[config.mk]
export PLATFORM = sky130hd
export DESIGN_NAME = pcpi_issuer
export DESIGN_NICKNAME = d
export VERILOG_FILES = /design/src/rtl/pcpi_issuer.sv
export SDC_FILE = /design/constraint.sdc
export NUM_CORES = 1
export LEC_CHECK = 0
export CORE_AREA = 2 2 141 143
export CTS_BUF_LIST = sky130_fd_sc_hd__clkbuf_4
export DETAILED_ROUTE_END_ITERATION = 6
export DIE_AREA = 0 0 143 145
export PLACE_DENSITY = 0.61
export SYNTH_ARGS = -nofsm -noshare
export SYNTH_HDL_FRONTEND = slang
export SYNTH_SLANG_ARGS = --single-unit
[constraint.sdc]
create_clock -name clk -period 5.3 [get_ports clk]
set_clock_uncertainty 0.15 [all_clocks]
set_input_delay 1.06 -clock clk [delete_from_list [all_inputs] [get_ports clk]]
set_output_delay 1.06 -clock clk [all_outputs]
set_load 0.02 [all_outputs]
[src/rtl/pcpi_issuer.sv]
// CPU-side PCPI initiator: issues one instruction to a co-processor, waits for its result or a
// no-responder timeout, and returns the write-back (or an illegal-instruction trap) to the core.
module pcpi_issuer #(
  parameter int unsigned TIMEOUT_CYCLES = 16
) (
  input  logic        clk,
  input  logic        resetn,

  input  logic        req_valid,
  output logic        req_ready,
  input  logic [31:0] req_insn,
  input  logic [31:0] req_rs1,
  input  logic [31:0] req_rs2,

  output logic        pcpi_valid,
  output logic [31:0] pcpi_insn,
  output logic [31:0] pcpi_rs1,
  output logic [31:0] pcpi_rs2,
  input  logic        pcpi_ready,
  input  logic        pcpi_wr,
  input  logic [31:0] pcpi_rd,
  input  logic        pcpi_busy,

  output logic        resp_valid,
  input  logic        resp_ready,
  output logic        resp_wr,
  output logic [4:0]  resp_rd_addr,
  output logic [31:0] resp_data,
  output logic        resp_trap
);

  localparam logic [7:0] CntLast = 8'(TIMEOUT_CYCLES - 1);

  typedef enum logic [1:0] {StIdle, StIssue, StResp} state_e;

  state_e     state_q;
  logic [7:0] cnt_q;
  // Set once the responder has claimed the instruction; busy time is then unbounded.
  logic       cnt_dis_q;

  assign req_ready = (state_q == StIdle);

  always_ff @(posedge clk or negedge resetn) begin
    if (!resetn) begin
      state_q      <= StIdle;
      cnt_q        <= 8'd0;
      cnt_dis_q    <= 1'b0;
      pcpi_valid   <= 1'b0;
      pcpi_insn    <= 32'd0;
      pcpi_rs1     <= 32'd0;
      pcpi_rs2     <= 32'd0;
      resp_valid   <= 1'b0;
      resp_wr      <= 1'b0;
      resp_rd_addr <= 5'd0;
      resp_data    <= 32'd0;
      resp_trap    <= 1'b0;
    end else begin
      unique case (state_q)
        StIdle: begin
          if (req_valid) begin
            pcpi_insn  <= req_insn;
            pcpi_rs1   <= req_rs1;
            pcpi_rs2   <= req_rs2;
            pcpi_valid <= 1'b1;
            cnt_q      <= 8'd0;
            cnt_dis_q  <= 1'b0;
            state_q    <= StIssue;
          end
        end

        StIssue: begin
          // Ready wins over busy and over a timeout expiring in the same cycle.
          if (pcpi_ready) begin
            resp_wr      <= pcpi_wr;
            resp_data    <= pcpi_wr ? pcpi_rd : 32'd0;
            resp_rd_addr <= pcpi_insn[11:7];
            resp_trap    <= 1'b0;
            pcpi_valid   <= 1'b0;
            resp_valid   <= 1'b1;
            state_q      <= StResp;
          end else if (pcpi_busy) begin
            cnt_q     <= 8'd0;
            cnt_dis_q <= 1'b1;
          end else if (!cnt_dis_q) begin
            if (cnt_q == CntLast) begin
              resp_wr      <= 1'b0;
              resp_data    <= 32'd0;
              resp_rd_addr <= pcpi_insn[11:7];
              resp_trap    <= 1'b1;
              pcpi_valid   <= 1'b0;
              resp_valid   <= 1'b1;
              state_q      <= StResp;
            end else begin
              cnt_q <= cnt_q + 8'd1;
            end
          end
        end

        StResp: begin
          if (resp_ready) begin
            resp_valid <= 1'b0;
            resp_trap  <= 1'b0;
            state_q    <= StIdle;
          end
        end

        default: state_q <= StIdle;
      endcase
    end
  end

endmodule

==> results of run 1 <==
## kinds of logic after synthesis
kind of cell             Yosys count
flip-flops                       148
multiplexers                     102
buffers and inverters             26
AO/OA/AOI/OAI                     61
adder cells (fa/ha/maj)            1
AND/OR/NAND/NOR                   36
## layer usage
layer	wire length [um]	part of all wire, %	vias up
met5	0	0	-
met4	350	2.3	0
met3	1510	9.7	20
met2	7550	49	184
met1	6110	39	2068
li1	-	-	1911
## final cells by class
type	instances	share of cell area [%]
inverters	5	0.209
multi-input cells	200	20.7
clock inverters	10	1.76
clock buffers	20	1.67
repair buffers	276	30.7
well taps	265	3.69
flip-flops and latches	148	41.3
## power groups by stage
stage	clock network, W	registers, W	logic (W)
after CTS	0.000816	0.00198	0.00288
after floorplan	0	0.00261	0.000821
after global placement	0	0.00198	0.00282
after detailed placement	0	0.00200	0.00286
after global routing	0.000862	0.00204	0.00299
final	0.000777	0.00197	0.00283
## through the flow
stage,instance area [um^2],utilization (%),instances
3_3_place_gp,8670,45.1,894
4_1_cts,8980,46.7,924
3_5_place_dp,8670,45.1,894
2_1_floorplan,5680,-,374
6_report,8980,46.7,924
5_1_grt,8980,46.7,924
## registers in the layout (all words and copies together) (netlist names)
name	count
cnt_q	8
cnt_dis_q	1
pcpi_rs1	32
resp_data	32
pcpi_insn	32
resp_rd_addr	5
resp_trap	1
pcpi_rs2	32
resp_valid	1
state_q	2
resp_wr	1
pcpi_valid	1
## cell usage after synthesis
| master | count | area (um^2) |
|---|---|---|
| or4_4 | 1 | 11.3 |
| mux2_4 | 5 | 75.1 |
| ha_1 | 1 | 12.5 |
| nor3_1 | 3 | 15.0 |
| nand3_1 | 3 | 15.0 |
| or3b_2 | 1 | 8.76 |
| o2111a_1 | 1 | 11.3 |
| or4_1 | 1 | 7.51 |
| nor2b_1 | 3 | 18.8 |
| nor4_4 | 1 | 21.3 |
| o21a_1 | 3 | 22.5 |
| nand2_1 | 7 | 26.3 |
| nand2b_1 | 2 | 12.5 |
| o21ai_0 | 8 | 40.0 |
| o2111ai_1 | 1 | 8.76 |
| a21oi_1 | 9 | 45.0 |
| buf_6 | 2 | 22.5 |
| mux2i_1 | 1 | 10.0 |
| nor2_1 | 6 | 22.5 |
| buf_2 | 10 | 50.1 |
| nand3b_1 | 1 | 7.51 |
| clkbuf_1 | 2 | 7.51 |
| nor4b_1 | 1 | 8.76 |
| o22ai_1 | 1 | 6.26 |
| inv_1 | 5 | 18.8 |
| o21ai_2 | 1 | 8.76 |
| mux2_2 | 96 | 1080 |
| dfrtp_1 | 148 | 3700 |
| a22o_1 | 32 | 280 |
| o31ai_1 | 2 | 15.0 |
| o211ai_1 | 1 | 7.51 |
| or3_1 | 3 | 18.8 |
| and3_1 | 3 | 18.8 |
| buf_1 | 7 | 26.3 |
| a211oi_1 | 1 | 7.51 |
| a21o_1 | 1 | 7.51 |
## worst max-delay path, stage by stage, from the launching register on
cell and delay, ns:
dfrtp_1 0.50, nor2_1 0.14, clkdlybuf4s50_1 0.61
## how the worst max path moves through the flow
stage | end | slack (ns) | cells after the start
3_3_place_gp | resp_rd_addr[4] | 2.14 | 4
5_1_grt | req_ready | 2.17 | 2
6_report | req_ready | 2.32 | 2
3_5_place_dp | resp_data[5] | 2.06 | 3
2_1_floorplan | pcpi_insn[18] | 2.81 | 5
4_1_cts | req_ready | 2.22 | 2
==> impl_metrics.toml, run 1 <==
[final_layout]
mostFrequentLayoutCell = "clkdlybuf4s50_1"
regArea_um2 = 3700
num-nets-final = 784
layout_common_cells = "clkdlybuf4s50_1 (271), dfrtp_1 (148), mux2_2 (96), a22o_1 (32), clkbuf_4 (20)"
n_antenna_cell = 0
multiInputGateArea_um2 = 1860
drive_gt1_share_pct = 20.9
nFillCells = 1711
syn2layout_area_growth_pct = 58.0

[clock_network]
worst_skew_pair.late_latency_ns = 0.52
root_buffer = "clkbuf_4"
ctsResizeCount = 0
cts_setup_buffers = 0
numCtsBuffers = 17
clock_sinks = 148
h-tree-depth = 4
ctsHoldBuffers = 0
path_clk_slew_ns = 0.11
tritoncts = "done"
clock_path_buffers = 2

[synthesis]
yosys_warnings = 0
ys_seq_elements = 148
ys_seq_area_share_pct = 65.2
synth-compound-area-share_pct = 8.11
synth_nets = 510
synth_top_family_by_area = "multiplexers"
netlist_area_um2 = 5680
syn_area_per_cell_um2 = 15.2
synth-xor-area-share_pct = 0
synthMuxAreaShare_pct = 20.5
synthAdderAreaFrac_pct = 0.220
syn_inst = 374
ys_types = 36
yosys.area_share.simple_pct = 3.74

[worst_setup_path]
worstReg2RegStart = "cnt_q[0]"
critPathKind = "reg -> out"
r2r_setup_slack_ns = 2.85
crit_fanout = 11
startpoint = "state_q[0]"
endpoint_kind = "primary output"
cp-start-kind = "flip-flop"
cp.required_ns = 4.09
regToRegEndpoint = "resp_rd_addr[3]"
cp.arrival_ns = 1.77
worst_r2r_path_depth = 5

[floorplan]
rows = 51
fp.coreArea_um2 = 19200
start_util_pct = 29.6
die_h_um = 145
chipWidth_um = 143
pin_count = 273
die_area_um2 = 20700

[timing]
relSlewSlack_pct = 18.4
setup_slack_ns = 2.32
hold_ws_ns = 0.347
slew_viol_final = 0
finalSetupViolations = 0
hold_viol = 0
setup-tns-final_ns = 0
post-route-period-util_pct = 56.2
tightest_slew_ns = 1.22
rsz0062_at_grt = "false"
period_needed_ns = 2.98
maxClockFrequency_ghz = 0.336

[global_routing]
grt_pass1_vias = 4423
grt_overflow = 0
antenna_found_initial = 0
busiest_layer = "met2"
grt_usage_pct = 15.0
grt_pass1_wl_um = 23900
grt_max_degree = 64
grt_use_met2_pct = 24.6
met1_usage_pct = 16.9
gr-usage-met3_pct = 6.63

[detailed_routing]
antenna_left = 0
wirelength_um = 15500
viasPerCell = 4.53
drcViolationCount = 0
routed-via-count = 4183
dr.pass1.iters = 4
drt_iter0_markers = 153
detail_route.wl_per_cell_um = 16.8

[pwr]
power.share.clock_pct = 13.9
switching_power_w = 0.00202
peakVddDrop_v = 0.000294
power_leakage_nw = 3.74
p_total_w = 0.00558
internal_power_w = 0.00357
power.share.sequential_pct = 35.3
p_comb_share_pct = 50.8
power.density_nw_per_um2 = 622
swShare_pct = 36.1

[flow_run]
cap_violations = 0

[hold_path]
worstHoldEndpoint = "resp_wr"
hold_depth = 1
min-delay-start = "resp_wr"
hold_class = "reg -> reg"

[placed_design]
hpwl_um = 11300
place.gp.congestion = 0.800
pre_cts_ws_ns = 2.06
portBuffers = 272

[run_status]
status = "completed"
(Power assumes the default switching activity.)
==> run 2, diff against run 1 <==
--- a/config.mk
+++ b/config.mk
@@ -9,7 +9,7 @@
 export CTS_BUF_LIST = sky130_fd_sc_hd__clkbuf_4
 export DETAILED_ROUTE_END_ITERATION = 6
 export DIE_AREA = 0 0 143 145
-export PLACE_DENSITY = 0.61
+export PLACE_DENSITY = 0.64
 export SYNTH_ARGS = -nofsm -noshare
 export SYNTH_HDL_FRONTEND = slang
 export SYNTH_SLANG_ARGS = --single-unit
==> constraint.sdc (replaced) <==
create_clock -name clk -period 2.6 [get_ports clk]
set_clock_uncertainty 0.15 [all_clocks]
set_input_delay 0.52 -clock clk [delete_from_list [all_inputs] [get_ports clk]]
set_output_delay 0.52 -clock clk [all_outputs]
set_load 0.02 [all_outputs]
==> impl_metrics.toml, run 2 (synthesis results as in run 1) <==
[placed_design]
dp_cells = 900
place.gp.congestion = 0.786
postPlaceCellArea_um2 = 8760
pre_cts_ws_ns = 0.196
portBuffers = 272
hpwl_um = 11500

[worst_setup_path]
r2r_setup_slack_ns = 0.39
max_stage_delay_ns = 0.61
cp.required_ns = 1.93
crit_chain = "nor2_1 -> clkdlybuf4s50_1"
cp_slowest_cell = "clkdlybuf4s50_1"
path_buf_inv = 1
cp-start-kind = "flip-flop"
critPathKind = "reg -> out"
crit_fanout = 11
cp_top_family = "buffers and inverters"
path_depth = 2
cp.arrival_ns = 1.79
endpoint_kind = "primary output"
worst_r2r_path_depth = 5

[global_routing]
antenna_found_initial = 1
grt_pass1_vias = 4535
grt_overflow = 0
grt_pass1_wl_um = 24300
grt_max_degree = 55
grt_usage_pct = 15.1

[timing]
hold_viol = 0
post-route-period-util_pct = 94.6
setup-tns-final_ns = 0
maxClockFrequency_ghz = 0.407
finalSetupViolations = 0
rsz0062_at_grt = "false"
slew_viol_final = 0
tightest_slew_ns = 0.570
setup_slack_ns = 0.140
period_needed_ns = 2.46
relSlewSlack_pct = 61.6

[detailed_routing]
drt_iter0_markers = 112
dr.pass1.iters = 4
viasPerCell = 4.46
wirelength_um = 15500
antenna_left = 0
detail_route.wl_per_cell_um = 16.5
drcViolationCount = 0
routed-via-count = 4168

[clock_network]
worst_skew_pair.late_latency_ns = 0.55
numCtsBuffers = 17
root_buffer = "clkbuf_4"
path_clk_slew_ns = 0.15
clock_path_buffers = 2
tritoncts = "done"
clock_sinks = 148
h-tree-depth = 4

[final_layout]
syn2layout_area_growth_pct = 59.6
nFillCells = 1717
layout_common_cells = "clkdlybuf4s50_1 (271), dfrtp_1 (147), mux2_2 (96), a22o_1 (32), clkbuf_4 (17)"
layoutNonFillerInstCount = 934
num-nets-final = 791
mostFrequentLayoutCell = "clkdlybuf4s50_1"
final_area_um2 = 9070
drive_gt1_share_pct = 22.2

[pwr]
swShare_pct = 37.7
power.share.sequential_pct = 35.5
switching_power_w = 0.00428
peakVddDrop_v = 0.000641
power.density_nw_per_um2 = 1250
p_total_w = 0.0114
power_leakage_nw = 3.78
power.share.clock_pct = 13.1
p_comb_share_pct = 51.5
internal_power_w = 0.00707

[floorplan]
rows = 51
start_util_pct = 29.6
fp.coreArea_um2 = 19200
die_area_um2 = 20700
chipWidth_um = 143
die_h_um = 145
pin_count = 273

[run_status]
status = "completed"

[hold_path]
hold_class = "in -> async"

[flow_run]
cap_violations = 0
[run 2: changes by cell type in the layout (fill, tap and decap cells not counted), sizes merged]
cell / previous run / this run
clkbuf: 20 / 17
dlygate4sd3: 0 / 1
buf: 5 / 11
diode: 0 / 1
bufinv: 4 / 1
inv: 6 / 14
[run 2: power groups by stage]
stage	Combinational, W	Clock (W)	Sequential, W
global route	0.00617	0.00166	0.00418
finish	0.00584	0.00148	0.00403
detailed placement	0.00590	0	0.00409
CTS	0.00592	0.00155	0.00405
global placement	0.00584	0	0.00403
floorplan	0.00167	0	0.00533
[run 2: cell type report]
| cell class | instances | area, um^2 | share of cell area, % |
|---|---|---|---|
| clock inverters | 15 | 161 | 1.78 |
| clock buffers | 17 | 128 | 1.41 |
| diodes | 1 | 2.50 | 0.0276 |
| multi-input cells | 200 | 1860 | 20.5 |
| inverters | 5 | 18.8 | 0.207 |
| well taps | 265 | 332 | 3.66 |
| repair buffers | 283 | 2860 | 31.5 |
| flip-flops and latches | 148 | 3700 | 40.9 |
[run 2: final timing paths]
check                                  end  startpoint
max                              req_ready  state_q[0]
min in group clk                   resp_wr     resp_wr
min reg2reg                        resp_wr     resp_wr
max in group asynchronous     pcpi_rs2[21]      resetn
max reg2reg                resp_rd_addr[1]    cnt_q[4]
min                            pcpi_rs2[5]      resetn
[run 2: what timing repair did]
item	CTS	global route
setup endpoints to repair	0	1
setup buffers	0	0
resized for setup	0	1
hold buffers	1	0
hold endpoints to repair	49	0
[run 2: through the flow]
step                utilization [%]  hold WS, ns
floorplan                         -       0.0744
global placement               45.6        0.308
detailed placement             45.6        0.316
CTS                            47.2        0.289
global route                   47.2        0.319
finish                         47.2        0.337
[run 2: per-layer routing]
layer,wire length (um),GRT usage (%)
met5,0,0
met4,210,4.90
met3,1460,6.37
met2,7780,25.8
met1,6000,16.8
